File: src/rtl/fp_div_pkg.sv
// Shared types and constants for the iterative single-precision divider.
package fp_div_pkg;

   localparam int unsigned QUOT_BITS = 27;
   localparam int unsigned EXP_W     = 10;
   localparam int unsigned REM_W     = 25;
   localparam int unsigned MANT_W    = 24;
   localparam int unsigned CNT_W     = 5;

   localparam logic [EXP_W-1:0] BIAS      = 10'd127;
   localparam logic [31:0]      CANON_NAN = 32'h7FC0_0000;

   localparam int unsigned FLAG_NV = 4;
   localparam int unsigned FLAG_DZ = 3;
   localparam int unsigned FLAG_OF = 2;
   localparam int unsigned FLAG_UF = 1;
   localparam int unsigned FLAG_NX = 0;

   typedef enum logic [1:0] {
      IDLE   = 2'd0,
      DIVIDE = 2'd1,
      ROUND  = 2'd2,
      DONE   = 2'd3
   } state_t;

   typedef struct packed {
      logic        sign;
      logic [7:0]  exp;
      logic [22:0] frac;
   } fp_t;

endpackage

File: src/rtl/fp_div_round_pack.sv
// Normalize, round-to-nearest-even and pack a raw restoring-division quotient.
module fp_div_round_pack
   import fp_div_pkg::*;
(
   input  logic                    i_sign,
   input  logic signed [EXP_W-1:0] i_exp,
   input  logic [QUOT_BITS-1:0]    i_q,
   input  logic                    i_sticky,
   output logic [31:0]             o_res,
   output logic [4:0]              o_flags
);

   logic [QUOT_BITS-2:0]    w_qn;
   logic signed [EXP_W-1:0] w_exp_n;
   logic signed [EXP_W-1:0] w_exp_r;
   logic                    w_guard;
   logic                    w_rest;
   logic                    w_up;
   logic [MANT_W-1:0]       w_frac;

   // The hidden bit is implicit after normalization, so only the fraction is carried.
   always_comb begin
      w_qn    = i_q[QUOT_BITS-1] ? i_q[QUOT_BITS-2:0] : {i_q[QUOT_BITS-3:0], 1'b0};
      w_exp_n = i_q[QUOT_BITS-1] ? i_exp : i_exp - 10'sd1;
      w_guard = w_qn[2];
      w_rest  = w_qn[1] | w_qn[0] | i_sticky;
      w_up    = w_guard & (w_rest | w_qn[3]);
      w_frac  = {1'b0, w_qn[QUOT_BITS-2:3]} + MANT_W'(w_up);
      w_exp_r = w_frac[MANT_W-1] ? w_exp_n + 10'sd1 : w_exp_n;

      o_flags = '0;
      if (w_exp_r >= 10'sd255) begin
         o_res            = {i_sign, 8'hFF, 23'd0};
         o_flags[FLAG_OF] = 1'b1;
         o_flags[FLAG_NX] = 1'b1;
      end else if (w_exp_r <= 10'sd0) begin
         o_res            = {i_sign, 31'd0};
         o_flags[FLAG_UF] = 1'b1;
         o_flags[FLAG_NX] = 1'b1;
      end else begin
         o_res            = {i_sign, w_exp_r[7:0], w_frac[22:0]};
         o_flags[FLAG_NX] = w_guard | w_rest;
      end
   end

endmodule

File: src/rtl/fp_div_iter.sv
// Iterative restoring FP32 divider, one quotient bit per cycle, valid/ready on both sides.
// FP_DIV_EARLY_EXIT_EN: special-case operands skip the divide loop.
module fp_div_iter
   import fp_div_pkg::*;
(
   input  logic        clk,
   input  logic        rst,
   input  logic        in_valid,
   output logic        in_ready,
   input  logic [31:0] fp1_in,
   input  logic [31:0] fp2_in,
   output logic        out_valid,
   input  logic        out_ready,
   output logic [31:0] fp_out,
   output logic [4:0]  flags
);

   state_t                  r_state;
   state_t                  w_next;
   logic                    r_sign;
   logic signed [EXP_W-1:0] r_exp;
   logic [REM_W-1:0]        r_rem;
   logic [MANT_W-1:0]       r_div;
   logic [QUOT_BITS-1:0]    r_q;
   logic [CNT_W-1:0]        r_cnt;
   logic                    r_spec;
   logic [31:0]             r_res;
   logic [4:0]              r_res_flags;
   logic                    r_out_valid;
   logic [31:0]             r_fp_out;
   logic [4:0]              r_flags;
   logic                    r_in_ready;

   fp_t                     w_a;
   fp_t                     w_b;
   logic                    w_a_zero, w_a_inf, w_a_nan, w_a_snan;
   logic                    w_b_zero, w_b_inf, w_b_nan, w_b_snan;
   logic                    w_sign;
   logic                    w_spec;
   logic [31:0]             w_spec_res;
   logic [4:0]              w_spec_flags;
   logic signed [EXP_W-1:0] w_exp_in;
   logic [REM_W:0]          w_t;
   logic [31:0]             w_rp_res;
   logic [4:0]              w_rp_flags;

   assign w_a      = fp1_in;
   assign w_b      = fp2_in;
   assign w_sign   = w_a.sign ^ w_b.sign;
   assign w_a_zero = (w_a.exp == 8'h00);
   assign w_b_zero = (w_b.exp == 8'h00);
   assign w_a_inf  = (w_a.exp == 8'hFF) && (w_a.frac == 23'd0);
   assign w_b_inf  = (w_b.exp == 8'hFF) && (w_b.frac == 23'd0);
   assign w_a_nan  = (w_a.exp == 8'hFF) && (w_a.frac != 23'd0);
   assign w_b_nan  = (w_b.exp == 8'hFF) && (w_b.frac != 23'd0);
   assign w_a_snan = w_a_nan && !w_a.frac[22];
   assign w_b_snan = w_b_nan && !w_b.frac[22];
   assign w_exp_in = $signed({2'b00, w_a.exp} - {2'b00, w_b.exp} + BIAS);
   assign w_t      = {1'b0, r_rem} - {2'b00, r_div};

   assign in_ready  = r_in_ready;
   assign out_valid = r_out_valid;
   assign fp_out    = r_fp_out;
   assign flags     = r_flags;

   // Special-operand decode; denormals count as zero.
   always_comb begin
      w_spec       = 1'b1;
      w_spec_res   = 32'd0;
      w_spec_flags = 5'd0;
      if (w_a_nan || w_b_nan) begin
         w_spec_res           = CANON_NAN;
         w_spec_flags[FLAG_NV] = w_a_snan | w_b_snan;
      end else if ((w_a_zero && w_b_zero) || (w_a_inf && w_b_inf)) begin
         w_spec_res           = CANON_NAN;
         w_spec_flags[FLAG_NV] = 1'b1;
      end else if (w_a_inf) begin
         w_spec_res = {w_sign, 8'hFF, 23'd0};
      end else if (w_b_inf) begin
         w_spec_res = {w_sign, 31'd0};
      end else if (w_b_zero) begin
         w_spec_res           = {w_sign, 8'hFF, 23'd0};
         w_spec_flags[FLAG_DZ] = 1'b1;
      end else if (w_a_zero) begin
         w_spec_res = {w_sign, 31'd0};
      end else begin
         w_spec = 1'b0;
      end
   end

   fp_div_round_pack u_round_pack (
      .i_sign   (r_sign),
      .i_exp    (r_exp),
      .i_q      (r_q),
      .i_sticky (r_rem != '0),
      .o_res    (w_rp_res),
      .o_flags  (w_rp_flags)
   );

   always_ff @(posedge clk or posedge rst) begin
      if (rst) r_state <= IDLE;
      else     r_state <= w_next;
   end

   always_comb begin
      w_next = r_state;
      case (r_state)
         IDLE:   if (in_valid) w_next = DIVIDE;
         DIVIDE: begin
`ifdef FP_DIV_EARLY_EXIT_EN
            if (r_spec) w_next = DONE;
            else if (r_cnt == CNT_W'(QUOT_BITS - 1)) w_next = ROUND;
`else
            if (r_cnt == CNT_W'(QUOT_BITS - 1)) w_next = ROUND;
`endif
         end
         ROUND:  w_next = DONE;
         DONE:   if (r_out_valid && out_ready) w_next = IDLE;
         default: w_next = IDLE;
      endcase
   end

   // Datapath; DONE spends its first cycle loading the output registers.
   always_ff @(posedge clk or posedge rst) begin
      if (rst) begin
         r_sign      <= 1'b0;
         r_exp       <= '0;
         r_rem       <= '0;
         r_div       <= '0;
         r_q         <= '0;
         r_cnt       <= '0;
         r_spec      <= 1'b0;
         r_res       <= '0;
         r_res_flags <= '0;
         r_out_valid <= 1'b0;
         r_fp_out    <= '0;
         r_flags     <= '0;
         r_in_ready  <= 1'b1;
      end else begin
         r_in_ready <= (w_next == IDLE);
         case (r_state)
            IDLE: if (in_valid) begin
               r_sign      <= w_sign;
               r_exp       <= w_exp_in;
               r_rem       <= {2'b01, w_a.frac};
               r_div       <= {1'b1, w_b.frac};
               r_q         <= '0;
               r_cnt       <= '0;
               r_spec      <= w_spec;
               r_res       <= w_spec_res;
               r_res_flags <= w_spec_flags;
            end
            DIVIDE: begin
               r_cnt <= r_cnt + CNT_W'(1);
               r_q   <= {r_q[QUOT_BITS-2:0], ~w_t[REM_W]};
               r_rem <= w_t[REM_W] ? {r_rem[REM_W-2:0], 1'b0} : {w_t[REM_W-2:0], 1'b0};
            end
            ROUND: if (!r_spec) begin
               r_res       <= w_rp_res;
               r_res_flags <= w_rp_flags;
            end
            DONE: begin
               if (!r_out_valid) begin
                  r_out_valid <= 1'b1;
                  r_fp_out    <= r_res;
                  r_flags     <= r_res_flags;
               end else if (out_ready) begin
                  r_out_valid <= 1'b0;
               end
            end
            default: ;
         endcase
      end
   end

endmodule

File: config.mk
export PLATFORM = sky130hd
export DESIGN_NAME = fp_div_iter
export DESIGN_NICKNAME = d
export VERILOG_FILES = /design/src/rtl/fp_div_pkg.sv /design/src/rtl/fp_div_round_pack.sv /design/src/rtl/fp_div_iter.sv
export SDC_FILE = /design/constraint.sdc
export NUM_CORES = 1
export LEC_CHECK = 0
export ABC_AREA = 0
export CAP_MARGIN = 40
export CELL_PAD_IN_SITES_DETAIL_PLACEMENT = 0
export CELL_PAD_IN_SITES_GLOBAL_PLACEMENT = 1
export CORE_MARGIN = 1.5
export CORE_UTILIZATION = 30
export DETAILED_ROUTE_END_ITERATION = 16
export PLACE_DENSITY = 0.57
export REMOVE_ABC_BUFFERS = 1
export SETUP_SLACK_MARGIN = 0.1
export SLEW_MARGIN = 20
export SYNTH_ARGS = -nofsm -noshare
export SYNTH_HDL_FRONTEND = slang
export SYNTH_SLANG_ARGS = --single-unit
File: constraint.sdc
create_clock -name clk -period 5.8 [get_ports clk]
set_clock_uncertainty 0.05 [all_clocks]
set_input_delay 0.87 -clock clk [delete_from_list [all_inputs] [get_ports clk]]
set_output_delay 0.87 -clock clk [all_outputs]
set_load 0.02 [all_outputs]
==> summary.txt <==
status - finished, final reports clean
DIE WIDTH - 188 um
Reg clk slew, reported paths - 0.07 ns
worst r2r src - r_q[26]
Area Overhead vs Synth - 20.8%
Rel. slew slack - 46.5%
largest net degree at the start of global routing - 90
Int Power - 4.03 mW
most common cell after layout, fill and taps aside - dfrtp_1
Port Buffer Count - 106
# diodes - 0
critical-path cell list - a211oi_1 > nand4_1 > nor3_1 > nor2_1 > ha_1 > nand2_1 > a2111oi_4 > and4_1 > and2_1 > and3_1 > nand3_1 > xnor2_1 > buf_4 > nor4b_4 > buf_6 > a32o_1
number of fill cells in the layout - 3411
fin nets - 1285
Yosys cell types - 70
synthesized instance count - 1095
CP Class - register to register
Hold Path Cell Cnt - 2
TritonCTS clock tree - built
dpl hpwl - 20.4 mm
Initial Util - 30.5%
Gate power share - 53.8%
hold slack - 0.416 ns
Pwr per Cell Area - 577 mW/mm2
Worst path slowest cell - dfrtp_2
# DRC - 0
TNS Setup - 0 ns
CP Max Fanout - 30
die area - 0.0353 mm2
sequential power share - 29.7%
Initial DRC Count - 350
Largest stage delay, worst path - 0.70 ns
worst-skew pair later-pin latency - 0.44 ns
Reg2Reg Depth - 16
synth warn - 0
CTS Buffer Depth - 2
# Post-CTS Setup Buffers - 0
Root Buffer - clkbuf_16
crit path time final - 4.41 ns
Slew @ Worst Pin - 0.803 ns
Seq/Total Area, Yosys - 41.7%
final hold violation count - 0
Hold EP - r_div[23]
r2r endpoint - r_res[6]
max-slew violations - 0
Peak VDD IR - 293 uV
Seq cells post-synth - 171
Period Utilization, post-route - 76.0%
CTS Buf Count - 17
hold_sp - r_div[23]
Synth Cell Area - 0.0103 mm2
register-to-register setup slack - 1.39 ns
P_leak - 5.26 nW
via count - 8228
final worst setup slack - 1.39 ns
Util after Layout - 36.9%
EDFF count, synth - 0
data required time of the critical path - 6.13 ns
H-tree Lvls - 4
Async SR Flop Fraction - 100%
worst path bufs/invs - 2
final WL - 27.6 mm
Hold/Removal Path Class - register to register
most frequent cells in the layout - dfrtp_1 (169), clkdlybuf4s50_1 (106), nand2_1 (104)
Main synth FF type - dfrtp_1
# setup viols final - 0
Sw Share - 43.7%
Avg WL per Cell - 16.8 um
Max Fclk - 227 MHz
RSZ-0062 raised after global routing - no
CP arrival - 4.74 ns
first-pass GRT wire length - 45.2 mm
Core Footprint - 0.0336 mm2
Clock power frac - 16.6%
IO Count - 107
grt ovf - 0
layout cells sized above 1 - 9.17%
post-place setup slack - 1.37 ns
Row Count - 67
# Max-Cap Violations - 0
initial antenna violation count - 1
routability congestion estimate - 0.806
Avg Cell Area, Syn - 9.38 um2
Die Y - 188 um
Initial DRT Pass Iterations - 5
type of origin of the critical path - register
vias per cell - 5.03
Global Route Usage Sum - 16.1%
Hold Buf Count CTS - 0
multi-input combinational cell area - 0.00553 mm2
largest delay contributor family on the critical path - simple AND/OR/NAND/NOR gates
FF+latch area - 0.00428 mm2
vias in the first global route - 8082
Clock Sinks - 171
post-CTS sizing - 0
net switching power - 3.12 mW
final antenna-violating net count - 0
crit path capture type - register
## cell usage after synthesis, types with 3 or more instances
cell         n  share of area [%]
dfrtp_1    170                 41
nand2_1    104                3.8
o21ai_0     75                3.7
a21oi_1     71                3.5
nor2_1      64                2.3
inv_1       54                2.0
xnor2_1     47                4.0
clkbuf_1    43                1.6
mux2_2      43                4.7
a22o_1      41                3.5
ha_1        39                4.8
mux2i_1     33                3.2
nand3_1     30                1.5
nor4_1      24                1.5
nand4_1     19                1.2
nor3_1      17               0.83
o22ai_1     15               0.91
xor2_1      15                1.3
a21o_1      12               0.88
and3_1      12               0.73
nand2b_1    11               0.67
nor2b_1     11               0.67
a31oi_1      9               0.55
a211oi_1     8               0.58
and2_1       8               0.49
buf_2        8               0.39
o21bai_1     8               0.58
buf_1        7               0.26
o211ai_1     7               0.51
o21a_1       7               0.51
a21boi_0     6               0.44
nand3b_1     6               0.44
o31ai_1      6               0.44
or2_2        5               0.30
a211o_1      4               0.34
nand4b_1     4               0.34
or3_1        4               0.24
a32o_1       3               0.29
and3b_1      3               0.26
and4_1       3               0.26
buf_6        3               0.33
nor4b_1      3               0.26
o2111ai_1    3               0.26
## metal layers
| metal | part of all wire [%] | vias to the layer above | GRT usage, % |
|---|---|---|---|
| li1 | - | 4150 | - |
| met4 | 0.97 | 2 | 3.63 |
| met2 | 45 | 115 | 25.4 |
| met3 | 2.9 | 18 | 2.77 |
| met5 | 0.047 | - | 0 |
| met1 | 51 | 3943 | 22.8 |
## state kept, by name (all words and copies together), names as in the netlist
register	count
fp_out	32
r_res	32
r_q	27
r_rem	25
r_div	24
r_exp	10
flags	5
r_cnt	5
r_res_flags	5
r_state	2
in_ready	1
out_valid	1
r_sign	1
r_spec	1
## cell type report
class	instances	area share (%)
multi-input combinational	809	44.6
timing repair buffer	123	9.85
clock inverter	14	1.25
sequential	171	34.5
tap	448	4.52
clock buffer	18	3.54
inverter	54	1.68
## worst reg2reg max path, delay by kind of cell (launching register included)
kind	cells	cell delay [ns]
buffers and inverters	2	0.45
adders and majority gates	1	0.18
DFF	1	0.70
xor gates and xnor gates	1	0.14
AOI/OAI and AO/OA	3	0.78
and+or+nand+nor	9	2.05
## metrics by stage
stage / std cells / power, mW / area [um2]
CTS: 1635 / 7.22 / 12400
floorplan: 1034 / 4.90 / 10000
global route: 1637 / 7.78 / 12400
global placement: 1601 / 6.00 / 11800
detailed placement: 1603 / 6.01 / 11800
finish: 1637 / 7.15 / 12400
## power by group through the flow
stage / clock network (mW) / logic (mW) / registers (mW)
after global placement: 0 / 3.86 / 2.14
final: 1.18 / 3.84 / 2.12
after global routing: 1.27 / 4.31 / 2.20
after CTS: 1.22 / 3.88 / 2.12
after detailed placement: 0 / 3.86 / 2.15
after floorplan: 0 / 2.81 / 2.09
## worst max path at each step
stage	from	endpoint	slack (ns)	depth (start not counted)
floorplan	rst	flags[0]	0.25	1
global placement	r_q[26]	r_res[6]	1.10	15
detailed placement	r_q[26]	r_res[6]	1.37	16
CTS	r_q[26]	r_res[6]	1.36	16
global route	r_q[26]	r_res[6]	0.92	16
finish	r_q[26]	r_res[6]	1.39	16
## cell families (layout without fill, tap and decap cells)
kind of cell             after synthesis  in the layout  synth area share (%)
flip-flops                           171            171                  41.7
AND/OR/NAND/NOR                      336            336                  16.6
buffers and inverters                115            209                  4.52
adder cells (fa/ha/maj)               41             41                  5.14
multiplexers                          76             76                  7.93
XOR/XNOR                              62             62                  5.29
AO/OA/AOI/OAI                        294            294                  18.8
(Power assumes the default switching activity.)
